`src/rtl/mc_ctrl_pkg.sv`:
```
// mc_ctrl_pkg: shared encodings for the multicycle MIPS control unit.
// ALUOp codes, state codes, opcode/funct values and datapath select codes.
package mc_ctrl_pkg;

    localparam logic [3:0] ALU_NOP  = 4'd0;
    localparam logic [3:0] ALU_ADD  = 4'd1;
    localparam logic [3:0] ALU_SUB  = 4'd2;
    localparam logic [3:0] ALU_AND  = 4'd3;
    localparam logic [3:0] ALU_OR   = 4'd4;
    localparam logic [3:0] ALU_SLT  = 4'd5;
    localparam logic [3:0] ALU_SLTU = 4'd6;
    localparam logic [3:0] ALU_NOR  = 4'd7;
    localparam logic [3:0] ALU_XOR  = 4'd8;
    localparam logic [3:0] ALU_SRLV = 4'd9;
    localparam logic [3:0] ALU_SLLV = 4'd10;
    localparam logic [3:0] ALU_SRAV = 4'd11;
    localparam logic [3:0] ALU_LUI  = 4'd12;

    localparam logic [3:0] S_FETCH  = 4'd0;
    localparam logic [3:0] S_DECODE = 4'd1;
    localparam logic [3:0] S_EXEC   = 4'd2;
    localparam logic [3:0] S_IEXEC  = 4'd3;
    localparam logic [3:0] S_MEMADR = 4'd4;
    localparam logic [3:0] S_MEMRD  = 4'd5;
    localparam logic [3:0] S_MEMWB  = 4'd6;
    localparam logic [3:0] S_MEMWR  = 4'd7;
    localparam logic [3:0] S_RWB    = 4'd8;
    localparam logic [3:0] S_IWB    = 4'd9;
    localparam logic [3:0] S_BRANCH = 4'd10;
    localparam logic [3:0] S_JUMP   = 4'd11;
    localparam logic [3:0] S_TRAP   = 4'd12;

    localparam logic [5:0] OP_RTYPE = 6'h00;
    localparam logic [5:0] OP_J     = 6'h02;
    localparam logic [5:0] OP_JAL   = 6'h03;
    localparam logic [5:0] OP_BEQ   = 6'h04;
    localparam logic [5:0] OP_BNE   = 6'h05;
    localparam logic [5:0] OP_ADDI  = 6'h08;
    localparam logic [5:0] OP_SLTI  = 6'h0A;
    localparam logic [5:0] OP_ANDI  = 6'h0C;
    localparam logic [5:0] OP_ORI   = 6'h0D;
    localparam logic [5:0] OP_LUI   = 6'h0F;
    localparam logic [5:0] OP_LW    = 6'h23;
    localparam logic [5:0] OP_SW    = 6'h2B;

    localparam logic [5:0] FN_SLLV = 6'h04;
    localparam logic [5:0] FN_SRLV = 6'h06;
    localparam logic [5:0] FN_SRAV = 6'h07;
    localparam logic [5:0] FN_JR   = 6'h08;
    localparam logic [5:0] FN_ADD  = 6'h20;
    localparam logic [5:0] FN_SUB  = 6'h22;
    localparam logic [5:0] FN_AND  = 6'h24;
    localparam logic [5:0] FN_OR   = 6'h25;
    localparam logic [5:0] FN_XOR  = 6'h26;
    localparam logic [5:0] FN_NOR  = 6'h27;
    localparam logic [5:0] FN_SLT  = 6'h2A;
    localparam logic [5:0] FN_SLTU = 6'h2B;

    localparam logic [1:0] SRCB_B    = 2'b00;
    localparam logic [1:0] SRCB_4    = 2'b01;
    localparam logic [1:0] SRCB_IMM  = 2'b10;
    localparam logic [1:0] SRCB_IMM2 = 2'b11;

    localparam logic [1:0] PCSRC_ALU    = 2'b00;
    localparam logic [1:0] PCSRC_ALUOUT = 2'b01;
    localparam logic [1:0] PCSRC_JUMP   = 2'b10;
    localparam logic [1:0] PCSRC_A      = 2'b11;

    localparam logic [1:0] DST_RT = 2'b00;
    localparam logic [1:0] DST_RD = 2'b01;
    localparam logic [1:0] DST_RA = 2'b10;

    localparam logic [1:0] WB_ALUOUT = 2'b00;
    localparam logic [1:0] WB_MDR    = 2'b01;
    localparam logic [1:0] WB_PC     = 2'b10;

endpackage

```
`src/rtl/mc_aludec.sv`:
```
// mc_aludec: combinational Op/Funct to ALUOp mapper.
// Flags encodings that have no ALU operation as illegal.
module mc_aludec
    import mc_ctrl_pkg::*;
(
    input  logic [5:0] i_op,
    input  logic [5:0] i_funct,
    output logic [3:0] o_aluop,
    output logic       o_legal
);

    always_comb begin
        o_aluop = ALU_NOP;
        o_legal = 1'b1;
        if (i_op == OP_RTYPE) begin
            case (i_funct)
                FN_ADD:  o_aluop = ALU_ADD;
                FN_SUB:  o_aluop = ALU_SUB;
                FN_AND:  o_aluop = ALU_AND;
                FN_OR:   o_aluop = ALU_OR;
                FN_SLT:  o_aluop = ALU_SLT;
                FN_SLTU: o_aluop = ALU_SLTU;
                FN_NOR:  o_aluop = ALU_NOR;
                FN_XOR:  o_aluop = ALU_XOR;
                FN_SLLV: o_aluop = ALU_SLLV;
                FN_SRLV: o_aluop = ALU_SRLV;
                FN_SRAV: o_aluop = ALU_SRAV;
                default: o_legal = 1'b0;
            endcase
        end else begin
            case (i_op)
                OP_ADDI: o_aluop = ALU_ADD;
                OP_SLTI: o_aluop = ALU_SLT;
                OP_ANDI: o_aluop = ALU_AND;
                OP_ORI:  o_aluop = ALU_OR;
                OP_LUI:  o_aluop = ALU_LUI;
                default: o_legal = 1'b0;
            endcase
        end
    end

endmodule

```
`src/rtl/mc_ctrl.sv`:
```
// mc_ctrl: multicycle MIPS control FSM driving the shared-ALU datapath.
// Define MC_CTRL_ILLEGAL_TRAP_EN to trap illegal instructions in S_TRAP.
module mc_ctrl
    import mc_ctrl_pkg::*;
#(
    parameter logic [3:0] RESET_STATE = S_FETCH
) (
    input  logic       clk,
    input  logic       rst,
    input  logic [5:0] Op,
    input  logic [5:0] Funct,
    input  logic       Zero,
    output logic       PCWrite,
    output logic       IRWrite,
    output logic       IorD,
    output logic       MemWrite,
    output logic       RegWrite,
    output logic [1:0] RegDst,
    output logic [1:0] MemtoReg,
    output logic       EXTOp,
    output logic       ALUSrcA,
    output logic [1:0] ALUSrcB,
    output logic [3:0] ALUOp,
    output logic [1:0] PCSource,
`ifdef MC_CTRL_ILLEGAL_TRAP_EN
    output logic       illegal_o,
`endif
    output logic [3:0] state_o
);

`ifdef MC_CTRL_ILLEGAL_TRAP_EN
    localparam logic [3:0] S_ILLEGAL = S_TRAP;
`else
    localparam logic [3:0] S_ILLEGAL = S_FETCH;
`endif

    logic [3:0] r_state;
    logic [3:0] w_next;
    logic [3:0] w_aluop;
    logic       w_legal;

    mc_aludec u_aludec (
        .i_op    (Op),
        .i_funct (Funct),
        .o_aluop (w_aluop),
        .o_legal (w_legal)
    );

    always_ff @(posedge clk) begin
        if (rst) r_state <= RESET_STATE;
        else     r_state <= w_next;
    end

    always_comb begin
        w_next = S_FETCH;
        case (r_state)
            S_FETCH: w_next = S_DECODE;
            S_DECODE: begin
                case (Op)
                    OP_LW, OP_SW:
                        w_next = S_MEMADR;
                    OP_RTYPE:
                        w_next = (Funct == FN_JR) ? S_JUMP : S_EXEC;
                    OP_ADDI, OP_ANDI, OP_ORI, OP_SLTI, OP_LUI:
                        w_next = S_IEXEC;
                    OP_BEQ, OP_BNE:
                        w_next = S_BRANCH;
                    OP_J, OP_JAL:
                        w_next = S_JUMP;
                    default:
                        w_next = S_ILLEGAL;
                endcase
            end
            S_EXEC:   w_next = w_legal ? S_RWB : S_ILLEGAL;
            S_IEXEC:  w_next = S_IWB;
            S_MEMADR: w_next = (Op == OP_LW) ? S_MEMRD : S_MEMWR;
            S_MEMRD:  w_next = S_MEMWB;
            // Trap is sticky only when the feature is built in
            S_TRAP:   w_next = S_ILLEGAL;
            default:  w_next = S_FETCH;
        endcase
    end

    always_comb begin
        PCWrite  = 1'b0;
        IRWrite  = 1'b0;
        IorD     = 1'b0;
        MemWrite = 1'b0;
        RegWrite = 1'b0;
        RegDst   = DST_RT;
        MemtoReg = WB_ALUOUT;
        EXTOp    = 1'b0;
        ALUSrcA  = 1'b0;
        ALUSrcB  = SRCB_B;
        ALUOp    = ALU_NOP;
        PCSource = PCSRC_ALU;
        case (r_state)
            S_FETCH: begin
                IRWrite = 1'b1;
                ALUSrcB = SRCB_4;
                ALUOp   = ALU_ADD;
                PCWrite = 1'b1;
            end
            S_DECODE: begin
                ALUSrcB = SRCB_IMM2;
                EXTOp   = 1'b1;
                ALUOp   = ALU_ADD;
            end
            S_EXEC: begin
                ALUSrcA = 1'b1;
                ALUOp   = w_aluop;
            end
            S_RWB: begin
                RegWrite = 1'b1;
                RegDst   = DST_RD;
            end
            S_IEXEC: begin
                ALUSrcA = 1'b1;
                ALUSrcB = SRCB_IMM;
                EXTOp   = (Op == OP_ADDI) || (Op == OP_SLTI);
                ALUOp   = w_aluop;
            end
            S_IWB: RegWrite = 1'b1;
            S_MEMADR: begin
                ALUSrcA = 1'b1;
                ALUSrcB = SRCB_IMM;
                EXTOp   = 1'b1;
                ALUOp   = ALU_ADD;
            end
            S_MEMRD: IorD = 1'b1;
            S_MEMWB: begin
                RegWrite = 1'b1;
                MemtoReg = WB_MDR;
            end
            S_MEMWR: begin
                IorD     = 1'b1;
                MemWrite = 1'b1;
            end
            S_BRANCH: begin
                ALUSrcA  = 1'b1;
                ALUOp    = ALU_SUB;
                PCSource = PCSRC_ALUOUT;
                PCWrite  = (Op == OP_BNE) ? ~Zero : Zero;
            end
            S_JUMP: begin
                PCWrite = 1'b1;
                if (Op == OP_RTYPE) begin
                    PCSource = PCSRC_A;
                end else begin
                    PCSource = PCSRC_JUMP;
                    if (Op == OP_JAL) begin
                        RegWrite = 1'b1;
                        RegDst   = DST_RA;
                        MemtoReg = WB_PC;
                    end
                end
            end
            default: ;
        endcase
        if (rst) begin
            PCWrite  = 1'b0;
            IRWrite  = 1'b0;
            RegWrite = 1'b0;
            MemWrite = 1'b0;
            ALUOp    = ALU_NOP;
        end
    end

    assign state_o = r_state;
`ifdef MC_CTRL_ILLEGAL_TRAP_EN
    assign illegal_o = (r_state == S_TRAP);
`endif

endmodule

```
`config.mk`:
```
export PLATFORM = sky130hd
export DESIGN_NAME = mc_ctrl
export DESIGN_NICKNAME = d
export VERILOG_FILES = /design/src/rtl/mc_ctrl_pkg.sv /design/src/rtl/mc_aludec.sv /design/src/rtl/mc_ctrl.sv
export SDC_FILE = /design/constraint.sdc
export NUM_CORES = 1
export LEC_CHECK = 0
export BUFFER_PORTS_ARGS = -buffer_cell sky130_fd_sc_hd__buf_2
export CAP_MARGIN = 20
export CORE_MARGIN = 5
export CORE_UTILIZATION = 51
export CTS_BUF_LIST = sky130_fd_sc_hd__clkbuf_8
export CTS_CLUSTER_SIZE = 28
export DETAILED_ROUTE_END_ITERATION = 8
export GPL_TIMING_DRIVEN = 0
export PLACE_DENSITY = 0.95
export SLEW_MARGIN = 10
export SYNTH_ARGS = -nofsm -noshare
export SYNTH_HDL_FRONTEND = slang
export SYNTH_HIERARCHICAL = 1
export SYNTH_SLANG_ARGS = --single-unit
```
`constraint.sdc`:
```
create_clock -name clk -period 1.9 [get_ports clk]
set_input_delay 0.285 -clock clk [delete_from_list [all_inputs] [get_ports clk]]
set_output_delay 0.285 -clock clk [all_outputs]
set_load 0.1 [all_outputs]
```
==> results.toml, run 1 <==
[run_status]
outcome = "did not finish"
lastStage = "4_1_cts"
error = "[ERROR DPL-0033] detailed placement checks failed during check placement."

[floorplan]
die_x_um = 49.6
rows = 14
chipHeight_um = 49.6
start_util = 0.532
ios = 38

[placement]
hpwl_um = 2230
placed_area_mm2 = 0.00119
gp_congestion = 0.892
io_buffers = 37

[cts]
cts.htree.levels = 1
cts_setup_buffers = 8
clockRootBuffer = "clkbuf_8"
cts_made_buffers = 3
clock_path_buffers = 2
cts_hold_buffers = 0
post_cts_resized = 48
clock-sinks = 4

[logic_synthesis]
synth_cell_types = 48
synth_area_um2 = 801
ys_ff_latch = 4
synth_edf_count = 0
ys_top_cells_by_area = "dfxtp_1 (10%), nor2_1 (9.4%), nand2_1 (5.6%)"
synth_cells = 125
synth_most_common_cell = "nor2_1"
syn_avg_cell_area_um2 = 6.41
ys.flop_type = "dfxtp_1"
synth-async-reset-ratio = 0
post-synth-top-area-fraction = 0.100
yosys.area.top_type = "dfxtp_1"
syn_nets = 140
synth.cells.most_frequent = "nor2_1 (20), nand2_1 (12), inv_1 (8), a21oi_1 (7), and3_1 (6)"
yosysWarningCount = 6
synth-seq-area-share = 0.100
==> through the flow <==
stage,hold slack [ns],cells,setup slack [ns],util
3_5_place_dp,0.579,178,-0.330,0.787
2_1_floorplan,0.461,125,-0.403,-
3_3_place_gp,0.573,178,-0.313,0.787
==> logic make-up after synthesis <==
family                   Yosys count  share of synthesized area
AO/OA/AOI/OAI                     38                      0.334
AND/OR/NAND/NOR                   66                      0.448
buffers and inverters             15                     0.0922
adder cells (fa/ha/maj)            1                     0.0141
XOR/XNOR                           1                     0.0109
flip-flops                         4                      0.100
==> inputs of run 2 (changes only) <==
- CORE_AREA: unset -> 5 5 66 68
- CORE_MARGIN: 5 -> unset
- CORE_UTILIZATION: 51 -> unset
- CTS_BUF_LIST: sky130_fd_sc_hd__clkbuf_8 -> unset
- CTS_CLUSTER_SIZE: 28 -> unset
- DIE_AREA: unset -> 0 0 71 73
- PLACE_DENSITY: 0.95 -> unset
- PLACE_DENSITY_LB_ADDON: unset -> 0.15
==> run 2 against run 1 <==
  * The flow now finishes, with violations (negative setup slack)
  * Synthesized area did not move
  * Synthesized cell count did not move
==> results.toml, run 2 <==
[global_route]
grt_pass1_wl_um = 5400
grt_usage = 0.131
overflow = 0
antenna_found_initial = 0
grt_max_degree = 15
grt_pass1_vias = 1151

[floorplan]
rows = 23
chipHeight_um = 73
core_area_mm2 = 0.00380
ios = 38
start_util = 0.211
die_x_um = 71
die_area_mm2 = 0.00518

[worst_setup_path]
crit_type = "in2out"
critical_path_arrival_ns = 1.64
crit_path_start = "Op[2]"
cp-end-kind = "output port"
r2r-start = "state_o[1]"
cp.required_ns = 1.62
critPathMaxFanout = 8
cp-start-kind = "input pin"

[cts]
cts_made_buffers = 3
clock-sinks = 4
clockRootBuffer = "clkbuf_8"
clk_latency_ns = 0.22
clock_path_buffers = 2
clkTransAtPathRegs_ns = 0.03
cts_tree = "done"
cts.htree.levels = 1
cts_hold_buffers = 0

[logic_synthesis]
synth-async-reset-ratio = 0
syn_nets = 140
synth_edf_count = 0
synth.cells.most_frequent = "nor2_1 (20), nand2_1 (12), inv_1 (8), a21oi_1 (7), and3_1 (6)"
synth_area_um2 = 801
synth_most_common_cell = "nor2_1"
ys.flop_type = "dfxtp_1"
synth_cell_types = 48
yosys.area.top_type = "dfxtp_1"
synth-seq-area-share = 0.100
synth_cells = 125
syn_avg_cell_area_um2 = 6.41
post-synth-top-area-fraction = 0.100
yosysWarningCount = 6
ys_top_cells_by_area = "dfxtp_1 (10%), nor2_1 (9.4%), nand2_1 (5.6%)"
ys_ff_latch = 4

[detailed_routing]
drt_iter0_drc = 60
drc = 0
vias = 1126
viasPerCell = 4.96
drt-total-wl_um = 3290
wire_per_inst_um = 14.5
drtAntennaViolNets = 0
dr.pass1.iters = 4

[finish]
antenna_cells = 0
syn2layout_area_growth_pct = 101
finalNonFillerCells = 227
drive_gt1_frac = 0.593
largest_register_ffs = 4
layout_commonest_cell = "buf_4"
layout_common_cells = "buf_4 (21), buf_2 (15), nor2_1 (14)"
finalNetCount = 194
utilization = 0.423

[timing]
post-route-min-period_ns = 1.93
maxSlewViolCount = 0
fin_ws_ns = -0.0293
final-hold-violation-count = 0
clock.fmax_mhz = 518
worst_pin_slew_ns = 0.490
min_period_over_period = 1.02
max_slew_margin = 0.676
fin_skew_ns = 0.000249
setup_viol_count_final = 1
rsz0062_at_grt = "true"

[placement]
io_buffers = 37
gp_congestion = 0.783
hpwl_um = 2410
dp.cells = 212

[pwr]
clockPowerShare = 0.282
combinationalPowerShare = 0.566
p_per_area_mw_per_mm2 = 392
seq_power_share = 0.151
switching_share = 0.469
internal_power_mw = 0.335
p_leak_nw = 0.639
ir_worst_vdd_uv = 164
power.switching_mw = 0.296

[run_status]
violations = "negative setup slack"
outcome = "finished with violations"

[worst_hold_path]
hp-class = "in2reg"
hold_path.startpoint = "Op[5]"

[run]
drv_cap = 0
## run 2: metal layers
layer | global-route usage | part of all wire | wire [um] | vias to the layer above
li1 | - | - | - | 576
met1 | 0.164 | 0.45 | 1480 | 520
met4 | 0.0292 | 0.013 | 43 | 0
met5 | 0 | 0 | 0 | -
met3 | 0.0413 | 0.041 | 136 | 4
met2 | 0.221 | 0.50 | 1630 | 26
## run 2: final cells by class
type / count / area [um2]
multi-input cells: 106 / 902
flip-flops and latches: 4 / 95.1
clock buffers: 3 / 41.3
well taps: 50 / 62.6
fillers: 403 / 2190
plain buffers: 6 / 67.6
inverters: 9 / 37.5
repair buffers: 49 / 402
## run 2: final timing paths
path / end / slack, ns / cells past startpoint
max: PCWrite / -0.03 / 7
min reg2reg: state_o[3] / 0.59 / 3
min: state_o[2] / 0.46 / 3
max reg2reg: state_o[3] / 0.66 / 3
## run 2: cells by family (layout without fill, tap and decap cells)
| kind of cell | count (synthesis) | after routing | share of synthesized area |
|---|---|---|---|
| AND/OR/NAND/NOR | 66 | 66 | 0.448 |
| AO/OA/AOI/OAI | 38 | 38 | 0.334 |
| buffers and inverters | 15 | 67 | 0.0922 |
| flip-flops | 4 | 4 | 0.100 |
| adder cells (fa/ha/maj) | 1 | 1 | 0.0141 |
| XOR/XNOR | 1 | 1 | 0.0109 |
## run 2: stage by stage
step	hold slack, ns	setup WS, ns	instance area, um2	TNS [ns]	power (mW)
floorplan	0.461	-0.403	981	-2.20	0.315
global placement	0.586	-0.358	1230	-1.29	0.392
detailed placement	0.588	-0.361	1230	-1.29	0.393
CTS	0.446	-0.0445	1540	-0.0920	0.621
global route	0.478	-0.0812	1610	-0.193	0.664
finish	0.458	-0.0293	1610	-0.0293	0.631
## run 2: power by group through the flow
| stage | Clock (mW) | Combinational [mW] | Sequential [mW] |
|---|---|---|---|
| 2_1_floorplan | 0 | 0.200 | 0.116 |
| 3_3_place_gp | 0 | 0.297 | 0.0942 |
| 3_5_place_dp | 0 | 0.299 | 0.0940 |
| 4_1_cts | 0.180 | 0.346 | 0.0952 |
| 5_1_grt | 0.189 | 0.379 | 0.0963 |
| 6_report | 0.178 | 0.357 | 0.0954 |
## run 2: worst max-delay path, stage by stage
cell and delay (ns):
buf_4 0.14, clkbuf_8 0.13, buf_4 0.15, a31oi_1 0.31, o311ai_4 0.15, a211oi_4 0.26, buf_12 0.21
## run 2: timing repair
| action | CTS | global route |
|---|---|---|
| endpoints found under the hold margin | 0 | 0 |
| gates cloned | 0 | 0 |
| gates resized for setup | 48 | 15 |
| pin swaps | 16 | 7 |
| endpoints found under the setup margin | 13 | 14 |
| setup buffers | 11 | 1 |
Power figures use the tool's default switching activity.
==> inputs of run 3 (changes only) <==
- ABC_AREA: unset -> 1
==> run 3 against run 2 <==
  * The flow now finishes without violations
  * Non-clock buffer count shrank 13
  * Combinational power decreased by 5%
  * Clock power is essentially flat
  * Final cell count up 14%
  * Critical endpoint is now ALUSrcA
  * First-iteration DRC count fell by 28%
  * Synthesized cell count up 34%
  * Highest routed layer is now met3
  * Largest power group unchanged
  * Fmax grew 4.4%
  * Flip-flop and latch count did not move
  * Die area unchanged
==> results.toml, run 3 <==
[logic_synthesis]
ys_top_cells_by_area = "nand3_1 (15%), nor2_1 (14%), nand2_1 (13%)"
post-synth-top-area-fraction = 0.150
synth-async-reset-ratio = 0
syn_nets = 182
synth_most_common_cell = "nor2_1"
synth_cell_types = 26
synth.cells.most_frequent = "nor2_1 (33), nand2_1 (31), nand3_1 (26), inv_1 (21)"
synth_cells = 167
ys_ff_latch = 4
syn_avg_cell_area_um2 = 5.21
yosys.area.top_type = "nand3_1"
synth_area_um2 = 870
yosysWarningCount = 6
synth-seq-area-share = 0.0921
ys.flop_type = "dfxtp_1"
synth_edf_count = 0

[placement]
gp_congestion = 0.816
dp.cells = 254
hpwl_um = 2450
io_buffers = 37

[pwr]
p_per_area_mw_per_mm2 = 416
power.switching_mw = 0.294
ir_worst_vdd_uv = 204
seq_power_share = 0.148
switching_share = 0.485
internal_power_mw = 0.312
p_leak_nw = 0.737
clockPowerShare = 0.291
combinationalPowerShare = 0.561

[worst_setup_path]
rrSetupSlack_ns = 0.62
ff2ff_path_depth = 7
r2r-start = "state_o[2]"
r2r_end = "state_o[0]"
cp.required_ns = 1.62
crit_chain = "inv_4 -> or2_4 -> nor2_4 -> nand2_2 -> nand3b_1 -> buf_4"
cp-end-kind = "output port"
crit_type = "reg2out"
critical_path_arrival_ns = 1.56
crit_slowest_cell = "dfxtp_4"
cp-start-kind = "flop"
max_stage_delay_ns = 0.36
critPathMaxFanout = 4

[global_route]
grt_usage = 0.116
antenna_found_initial = 0
overflow = 0
grt_max_degree = 11
grt_pass1_wl_um = 5020
grt_pass1_vias = 1169

[floorplan]
start_util = 0.229
die_x_um = 71
chipHeight_um = 73
die_area_mm2 = 0.00518
rows = 23
core_area_mm2 = 0.00380
ios = 38

[detailed_routing]
wire_per_inst_um = 11.3
viasPerCell = 4.53
vias = 1174
drt-total-wl_um = 2930
drt_iter0_drc = 43
drc = 0
drtAntennaViolNets = 0
dr.pass1.iters = 5

[run]
drv_cap = 0

[cts]
clock_path_buffers = 2
clk_latency_ns = 0.22
cts.htree.levels = 1
clkTransAtPathRegs_ns = 0.03
cts_tree = "done"
cts_hold_buffers = 0
clockRootBuffer = "clkbuf_8"
cts_made_buffers = 3
clock-sinks = 4

[worst_hold_path]
whs_path_depth = 2
hp-class = "in2reg"
hold_path.startpoint = "rst"
min_to = "state_o[1]"

[finish]
layout_common_cells = "nand2_1 (28), nor2_1 (26), nand3_1 (25), buf_2 (25), inv_1 (21)"
utilization = 0.383
fillerInstances = 450
antenna_cells = 0
syn2layout_area_growth_pct = 67.5
finalNonFillerCells = 259
largest_register_ffs = 4
drive_gt1_frac = 0.445
layout_commonest_cell = "nand2_1"
finalNetCount = 226

[timing]
maxSlewViolCount = 0
worst_pin_slew_ns = 0.486
max_slew_margin = 0.678
min_period_over_period = 0.973
final-hold-violation-count = 0
fin_skew_ns = 0.00185
clock.fmax_mhz = 541
post-route-min-period_ns = 1.85
setup_viol_count_final = 0

[run_status]
outcome = "completed"
==> run 3: cell type report <==
| type | count | area (um2) | share of cell area |
|---|---|---|---|
| multi-input cells | 134 | 845 | 0.580 |
| repair buffers | 39 | 274 | 0.188 |
| inverters | 26 | 103 | 0.0704 |
| flip-flops and latches | 4 | 95.1 | 0.0653 |
| well taps | 50 | 62.6 | 0.0430 |
| clock buffers | 3 | 41.3 | 0.0284 |
| plain buffers | 3 | 36.3 | 0.0249 |
==> run 3: layer usage <==
metal | part of all wire | global-route usage | wire, um | vias up
met1 | 0.43 | 0.139 | 1250 | 528
li1 | - | - | - | 624
met5 | 0 | 0 | 0 | -
met3 | 0.037 | 0.0207 | 108 | 0
met4 | 0 | 0.0125 | 0 | 0
met2 | 0.54 | 0.220 | 1570 | 22
==> run 3: worst max-delay path by stage <==
stage / from / end / depth (start not counted)
floorplan: state_o[2] / RegWrite / 5
global placement: Op[5] / ALUOp[0] / 10
detailed placement: Op[5] / ALUOp[0] / 10
CTS: Op[1] / MemtoReg[1] / 5
global route: state_o[2] / ALUSrcA / 6
finish: state_o[2] / ALUSrcA / 6
==> run 3: power by group through the flow <==
stage	clock network (mW)	registers [mW]	logic [mW]
global route	0.189	0.0905	0.363
detailed placement	0	0.0909	0.310
CTS	0.181	0.0899	0.320
floorplan	0	0.116	0.214
finish	0.176	0.0899	0.340
global placement	0	0.0908	0.309
==> run 3: repair_timing <==
action,in CTS,in global routing
gates resized for setup,16,16
pin swaps,0,1
buffers inserted,0,2
hold endpoints to repair,0,0
setup endpoints to repair,11,11
==> run 3: per-stage QoR <==
step           setup WS (ns)  total power [mW]  setup TNS (ns)  instance area, um2  hold slack [ns]
2_1_floorplan         -0.468             0.330           -2.61                1060            0.344
3_3_place_gp          -0.158             0.400          -0.340                1300            0.510
3_5_place_dp          -0.172             0.400          -0.362                1300            0.504
4_1_cts              0.00628             0.591               0                1390            0.280
5_1_grt             -0.00318             0.642        -0.00318                1460            0.298
6_report              0.0513             0.606               0                1460            0.275
==> run 3: cells by family (layout without fill, tap and decap cells) <==
group                  after synthesis  in the layout  synth area share
AOI/OAI and AO/OA                   21             21             0.142
buffers and inverters               29             71             0.131
DFF                                  4              4            0.0921
and+or+nand+nor                    113            113             0.635
==> run 3: critical path: cells and delay by family, from the launching register on <==
kind	cells	cell delay (ns)
buffers and inverters	2	0.34
and+or+nand+nor	4	0.64
DFF	1	0.36
